**src/rtl/cb_sched_pkg.sv**
```systemverilog
// Shared constants for the CB token scheduler: FSM encodings and error bit positions.
package cb_sched_pkg;

    localparam logic [2:0] ST_IDLE   = 3'd0;
    localparam logic [2:0] ST_SETUP  = 3'd1;
    localparam logic [2:0] ST_SEND   = 3'd2;
    localparam logic [2:0] ST_ACK_LO = 3'd3;
    localparam logic [2:0] ST_ACK_HI = 3'd4;

    localparam int ERR_TMO = 0;
    localparam int ERR_OVF = 1;

    function automatic int max2(input int a, input int b);
        return (a > b) ? a : b;
    endfunction

endpackage

```
**src/rtl/cb_sched_sync2.sv**
```systemverilog
// Two-flop synchronizer for the self-timed CB ack; idles high to match the inactive ack level.
module sync2 (
    input  logic clk,
    input  logic rst,
    input  logic d,
    output logic q
);
    logic meta;

    always_ff @(posedge clk) begin
        if (rst) begin
            meta <= 1'b1;
            q    <= 1'b1;
        end else begin
            meta <= d;
            q    <= meta;
        end
    end
endmodule

```
**src/rtl/cb_sched.sv**
```systemverilog
// Round-robin scheduler sharing one CB branch element between requesters A and B,
// with per-branch credit tracking and ack-timeout detection.
module cb_sched
    import cb_sched_pkg::*;
#(
    parameter int CREDITS = 4,
    parameter int SEND_W  = 2,
    parameter int TMO     = 255
) (
    input  logic       CLK,
    input  logic       MR,
    input  logic [1:0] Req_in,
    input  logic [1:0] Dest_in,
    output logic [1:0] Gnt_out,
    output logic       Br,
    output logic       CB_Send_in,
    input  logic       CB_Ack_out,
    input  logic       Drain_a,
    input  logic       Drain_b,
    output logic       Busy,
    output logic [1:0] Err
);
    localparam int CW = $clog2(CREDITS + 1);
    localparam int TW = $clog2(max2(TMO, SEND_W) + 1);

    logic [2:0]    state;
    logic [CW-1:0] cnt_a, cnt_b;
    logic [TW-1:0] tmr;
    logic          ptr;
    logic          ack_s;
    logic [1:0]    elig;
    logic          take_v, take, gdest, inc_a, inc_b;

    sync2 u_ack_sync (.clk(CLK), .rst(MR), .d(CB_Ack_out), .q(ack_s));

    always_comb begin
        for (int i = 0; i < 2; i++)
            elig[i] = Req_in[i] && ((Dest_in[i] ? cnt_b : cnt_a) < CW'(CREDITS));
        take_v = 1'b0;
        take   = 1'b0;
        if (state == ST_IDLE) begin
            if (&elig) begin
                take_v = 1'b1;
                take   = ptr;
            end else if (elig[0]) begin
                take_v = 1'b1;
            end else if (elig[1]) begin
                take_v = 1'b1;
                take   = 1'b1;
            end
        end
        gdest = Dest_in[take];
        inc_a = take_v && !gdest;
        inc_b = take_v && gdest;
    end

    assign Busy = (state != ST_IDLE);

    always_ff @(posedge CLK) begin
        if (MR) begin
            state      <= ST_IDLE;
            CB_Send_in <= 1'b1;
            Br         <= 1'b0;
            Gnt_out    <= 2'b00;
            Err        <= 2'b00;
            cnt_a      <= '0;
            cnt_b      <= '0;
            ptr        <= 1'b0;
            tmr        <= '0;
        end else begin
            Gnt_out <= 2'b00;

            // Grant and drain on the same branch cancel; a drain with nothing outstanding is an error.
            if (inc_a && !Drain_a)
                cnt_a <= cnt_a + 1'b1;
            else if (Drain_a && !inc_a) begin
                if (cnt_a == '0) Err[ERR_OVF] <= 1'b1;
                else             cnt_a <= cnt_a - 1'b1;
            end
            if (inc_b && !Drain_b)
                cnt_b <= cnt_b + 1'b1;
            else if (Drain_b && !inc_b) begin
                if (cnt_b == '0) Err[ERR_OVF] <= 1'b1;
                else             cnt_b <= cnt_b - 1'b1;
            end

            case (state)
                ST_IDLE: if (take_v) begin
                    state   <= ST_SETUP;
                    Gnt_out <= take ? 2'b10 : 2'b01;
                    Br      <= gdest;
                    ptr     <= ~take;
                end
                ST_SETUP: begin
                    state      <= ST_SEND;
                    CB_Send_in <= 1'b0;
                    tmr        <= '0;
                end
                ST_SEND: begin
                    if (tmr == TW'(SEND_W - 1)) begin
                        state      <= ST_ACK_LO;
                        CB_Send_in <= 1'b1;
                        tmr        <= '0;
                    end else
                        tmr <= tmr + 1'b1;
                end
                ST_ACK_LO: begin
                    if (!ack_s) begin
                        state <= ST_ACK_HI;
                        tmr   <= '0;
                    end else if (tmr == TW'(TMO - 1)) begin
                        state        <= ST_IDLE;
                        Err[ERR_TMO] <= 1'b1;
                    end else
                        tmr <= tmr + 1'b1;
                end
                ST_ACK_HI: begin
                    if (ack_s)
                        state <= ST_IDLE;
                    else if (tmr == TW'(TMO - 1)) begin
                        state        <= ST_IDLE;
                        Err[ERR_TMO] <= 1'b1;
                    end else
                        tmr <= tmr + 1'b1;
                end
                default: state <= ST_IDLE;
            endcase
        end
    end
endmodule
```
**config.mk**
```make
export PLATFORM = sky130hd
export DESIGN_NAME = cb_sched
export DESIGN_NICKNAME = d
export VERILOG_FILES = /design/src/rtl/cb_sched_pkg.sv /design/src/rtl/cb_sched_sync2.sv /design/src/rtl/cb_sched.sv
export SDC_FILE = /design/constraint.sdc
export NUM_CORES = 1
export LEC_CHECK = 0
export CAP_MARGIN = 25
export CORE_MARGIN = 3
export CORE_UTILIZATION = 56
export CTS_BUF_LIST = sky130_fd_sc_hd__clkbuf_4
export DETAILED_ROUTE_END_ITERATION = 8
export PLACE_DENSITY = 0.89
export SLEW_MARGIN = 20
export SYNTH_ARGS = -nofsm -noshare
export SYNTH_HDL_FRONTEND = slang
export SYNTH_HIERARCHICAL = 1
export SYNTH_SLANG_ARGS = --single-unit
```
**constraint.sdc**
```tcl
create_clock -name CLK -period 4.5 [get_ports CLK]
set_clock_uncertainty 0.1 [all_clocks]
set_input_delay 0.675 -clock CLK [delete_from_list [all_inputs] [get_ports CLK]]
set_output_delay 0.675 -clock CLK [all_outputs]
set_load 0.02 [all_outputs]
```
==> results_dict.tcl <==
set metrics [dict create \
    layout.cells.non_filler 229 \
    final_common_cell "dfxtp_1" \
    dpl.hpwl_mm 2.40 \
    worstMarginPinSlew_ns 0.876 \
    setup_slack_ns 1.10 \
    synth_area_um2 1520 \
    antenna_left 0 \
    vias 1396 \
    hp-class "register to register" \
    grt_max_degree 25 \
    synthFlopType "dfxtp_1" \
    leakagePower_nw 0.642 \
    finalSetupTns_ns 0 \
    fp.coreArea_um2 2520 \
    synth.area.top_cells "dfxtp_1 (34%), ha_1 (5.7%), nor3_1 (5.3%)" \
    p_seq_frac 0.428 \
    vdd_drop_max_mv 0.394 \
    layout_min_cycle_time_ns 3.40 \
    initial_core_util 0.604 \
    fillCellCount 212 \
    pwr-share-clk 0.130 \
    postCtsSetupBuffers 0 \
    cts_tree "done" \
    synth_seq_cells 26 \
    gr-total-overflow 0 \
    antenna_found_initial 0 \
    cts_max_level 1 \
    final_layout_size_suffix_gt1_frac 0.0553 \
    met2_usage 0.371 \
    clock_path_buffers 2 \
    timing.fmax_ghz 0.295 \
    powerDensity_nw_per_um2 461 \
    outcome "finished clean" \
    drt_iter0_drc 49 \
    synth-edff-count 0 \
    drt-vias-per-instance 6.10 \
    layout_common_cells "dfxtp_1 (26), nor3_1 (16), inv_1 (16), nand2_1 (15), clkdlybuf4s50_1 (15)" \
    diodes 0 \
    drtPass1Iterations 5 \
    end_kind "register" \
    place_congestion 0.871 \
    drc 0 \
    netlist.area_leader.share 0.342 \
    pwr-share-comb 0.442 \
    p_int_uw 466 \
    finalCritPeriodShare 0.754 \
    clockRootBuffer "clkbuf_4" \
    timing.hold.ws_ns 0.353 \
    avgSynthCellArea_um2 8.19 \
    worst-path-max-fanout 4 \
    die_y_um 58.2 \
    grt_first_pass_wirelength_mm 5.52 \
    maxCapViolations 0 \
    cts.sinks 26 \
    syn2layout_area_growth_pct 11.6 \
    wirelength_mm 3.27 \
    cts_hold_buf 0 \
    wl_per_cell_um 14.3 \
    p_total_uw 785 \
    grt_setup_unrepaired "false" \
    critPathArrivalTime_ns 3.49 \
    switchingPower_uw 319 \
    worst_setup_path_start_kind "primary input" \
    synth_cell_types 50 \
    async_reset_ff_frac 0 \
    met3_usage 0.0579 \
    rows 18 \
    cts_buffers 3 \
    crit_required_ns 4.59 \
    final_max_slew_viol_count 0 \
    post_cts_resized 0 \
    die_area_um2 3380 \
    port_buffers 15 \
    synthCells 186 \
    io_pins 16 \
    place_ws_ns 0.783 \
    clock_latency_ns 0.32 \
    grtUsageMet1 0.239 \
    hold_violations 0 \
    synth_top_cell_by_area "dfxtp_1" \
    grt_pass1_vias 1349 \
    switching_share 0.406 \
    dp_cells 225 \
    finalSetupViolations 0 \
    grt_util_all_layers 0.209 \
    grt_busiest_layer "met2" \
    clkTransAtPathRegs_ns 0.13 \
    ys_warn_count 6 \
    die_x_um 58.2 \
    fin_nets 218 \
    crit_type "primary input to register" \
    slew_headroom 0.414 \
    synth_seq_area_share 0.342 \
    syn-num-nets 204 \
]
## final timing paths
kind	from	to	slack, ns	cells after the start
max	Dest_in[0]	cnt_a[2]$_SDFFE_PP0P_	1.10	12
min	u_ack_sync/meta$_SDFF_PP1_	u_ack_sync/q$_SDFF_PP1_	0.35	1
max reg2reg	state[0]$_SDFFE_PP0P_	cnt_b[2]$_SDFFE_PP0P_	1.56	12
min reg2reg	u_ack_sync/meta$_SDFF_PP1_	u_ack_sync/q$_SDFF_PP1_	0.35	1
## power by group through the flow
stage | sequential [mW] | combinational (mW) | clock [mW]
floorplan | 0.334 | 0.256 | 0
global route | 0.343 | 0.388 | 0.115
finish | 0.336 | 0.347 | 0.102
detailed placement | 0.339 | 0.346 | 0
CTS | 0.334 | 0.347 | 0.106
global placement | 0.336 | 0.327 | 0
## critical path, cell delays in order
cell,delay (ns)
clkdlybuf4s50_1,0.52
mux2_2,0.35
o2111ai_1,0.32
mux2i_1,0.26
nor2b_1,0.24
ha_1,0.25
inv_1,0.07
fa_1,0.39
xnor2_1,0.16
nand2_1,0.08
xor2_1,0.13
nor2_1,0.05
## logic make-up (layout without fill, tap and decap cells)
logic type,after synthesis,after routing,synth area share
AND/OR/NAND/NOR,78,78,0.279
AO/OA/AOI/OAI,43,43,0.182
flip-flops,26,26,0.342
buffers and inverters,22,35,0.0640
adder cells (fa/ha/maj),9,9,0.0837
XOR/XNOR,5,5,0.0287
multiplexers,3,3,0.0205
## cells in the mapped netlist (2+ instances only)
master and n:
inv_1 16, nor4_1 2, or3_1 2, o211ai_1 2, nand2_1 15, xor2_1 3, mux2i_1 2, clkbuf_1 3
a31oi_1 3, o221ai_1 2, nor2_1 14, nor2b_1 3, o22ai_1 2, a21oi_1 12, fa_1 2, or4_1 2
nand2b_1 5, o31ai_1 2, buf_4 2, nand3_1 5, o21ai_0 8, a22oi_1 2, and2_1 2, dfxtp_1 26
or2_1 2, nor3_1 16, ha_1 7, xnor2_1 2
## through the flow
stage | utilization | area [µm²]
finish | 0.674 | 1700
global route | 0.674 | 1700
CTS | 0.674 | 1700
detailed placement | 0.664 | 1670
global placement | 0.664 | 1670
floorplan | - | 1520
## flip-flops by register name (all words and copies together) (netlist names)
signal           cells
tmr                  8
cnt_a                3
cnt_b                3
state                3
Err                  2
Gnt_out              2
Br                   1
CB_Send_in           1
ptr                  1
u_ack_sync/meta      1
u_ack_sync/q         1
## area by class of cell
| class | instances | area, µm² | area share |
|---|---|---|---|
| clock buffer | 3 | 22.5 | 0.0132 |
| tap | 30 | 37.5 | 0.0221 |
| multi-input combinational | 138 | 906 | 0.533 |
| timing repair buffer | 15 | 150 | 0.0883 |
| clock inverter | 1 | 3.75 | 0.00221 |
| sequential | 26 | 520 | 0.306 |
| inverter | 16 | 60.1 | 0.0353 |
## routing by layer
metal	vias to the layer above	routed length, µm
met2	54	1650
met1	653	1420
met5	-	0
met4	0	19
li1	685	-
met3	4	173
No activity file was read; power rests on OpenSTA's default activity.
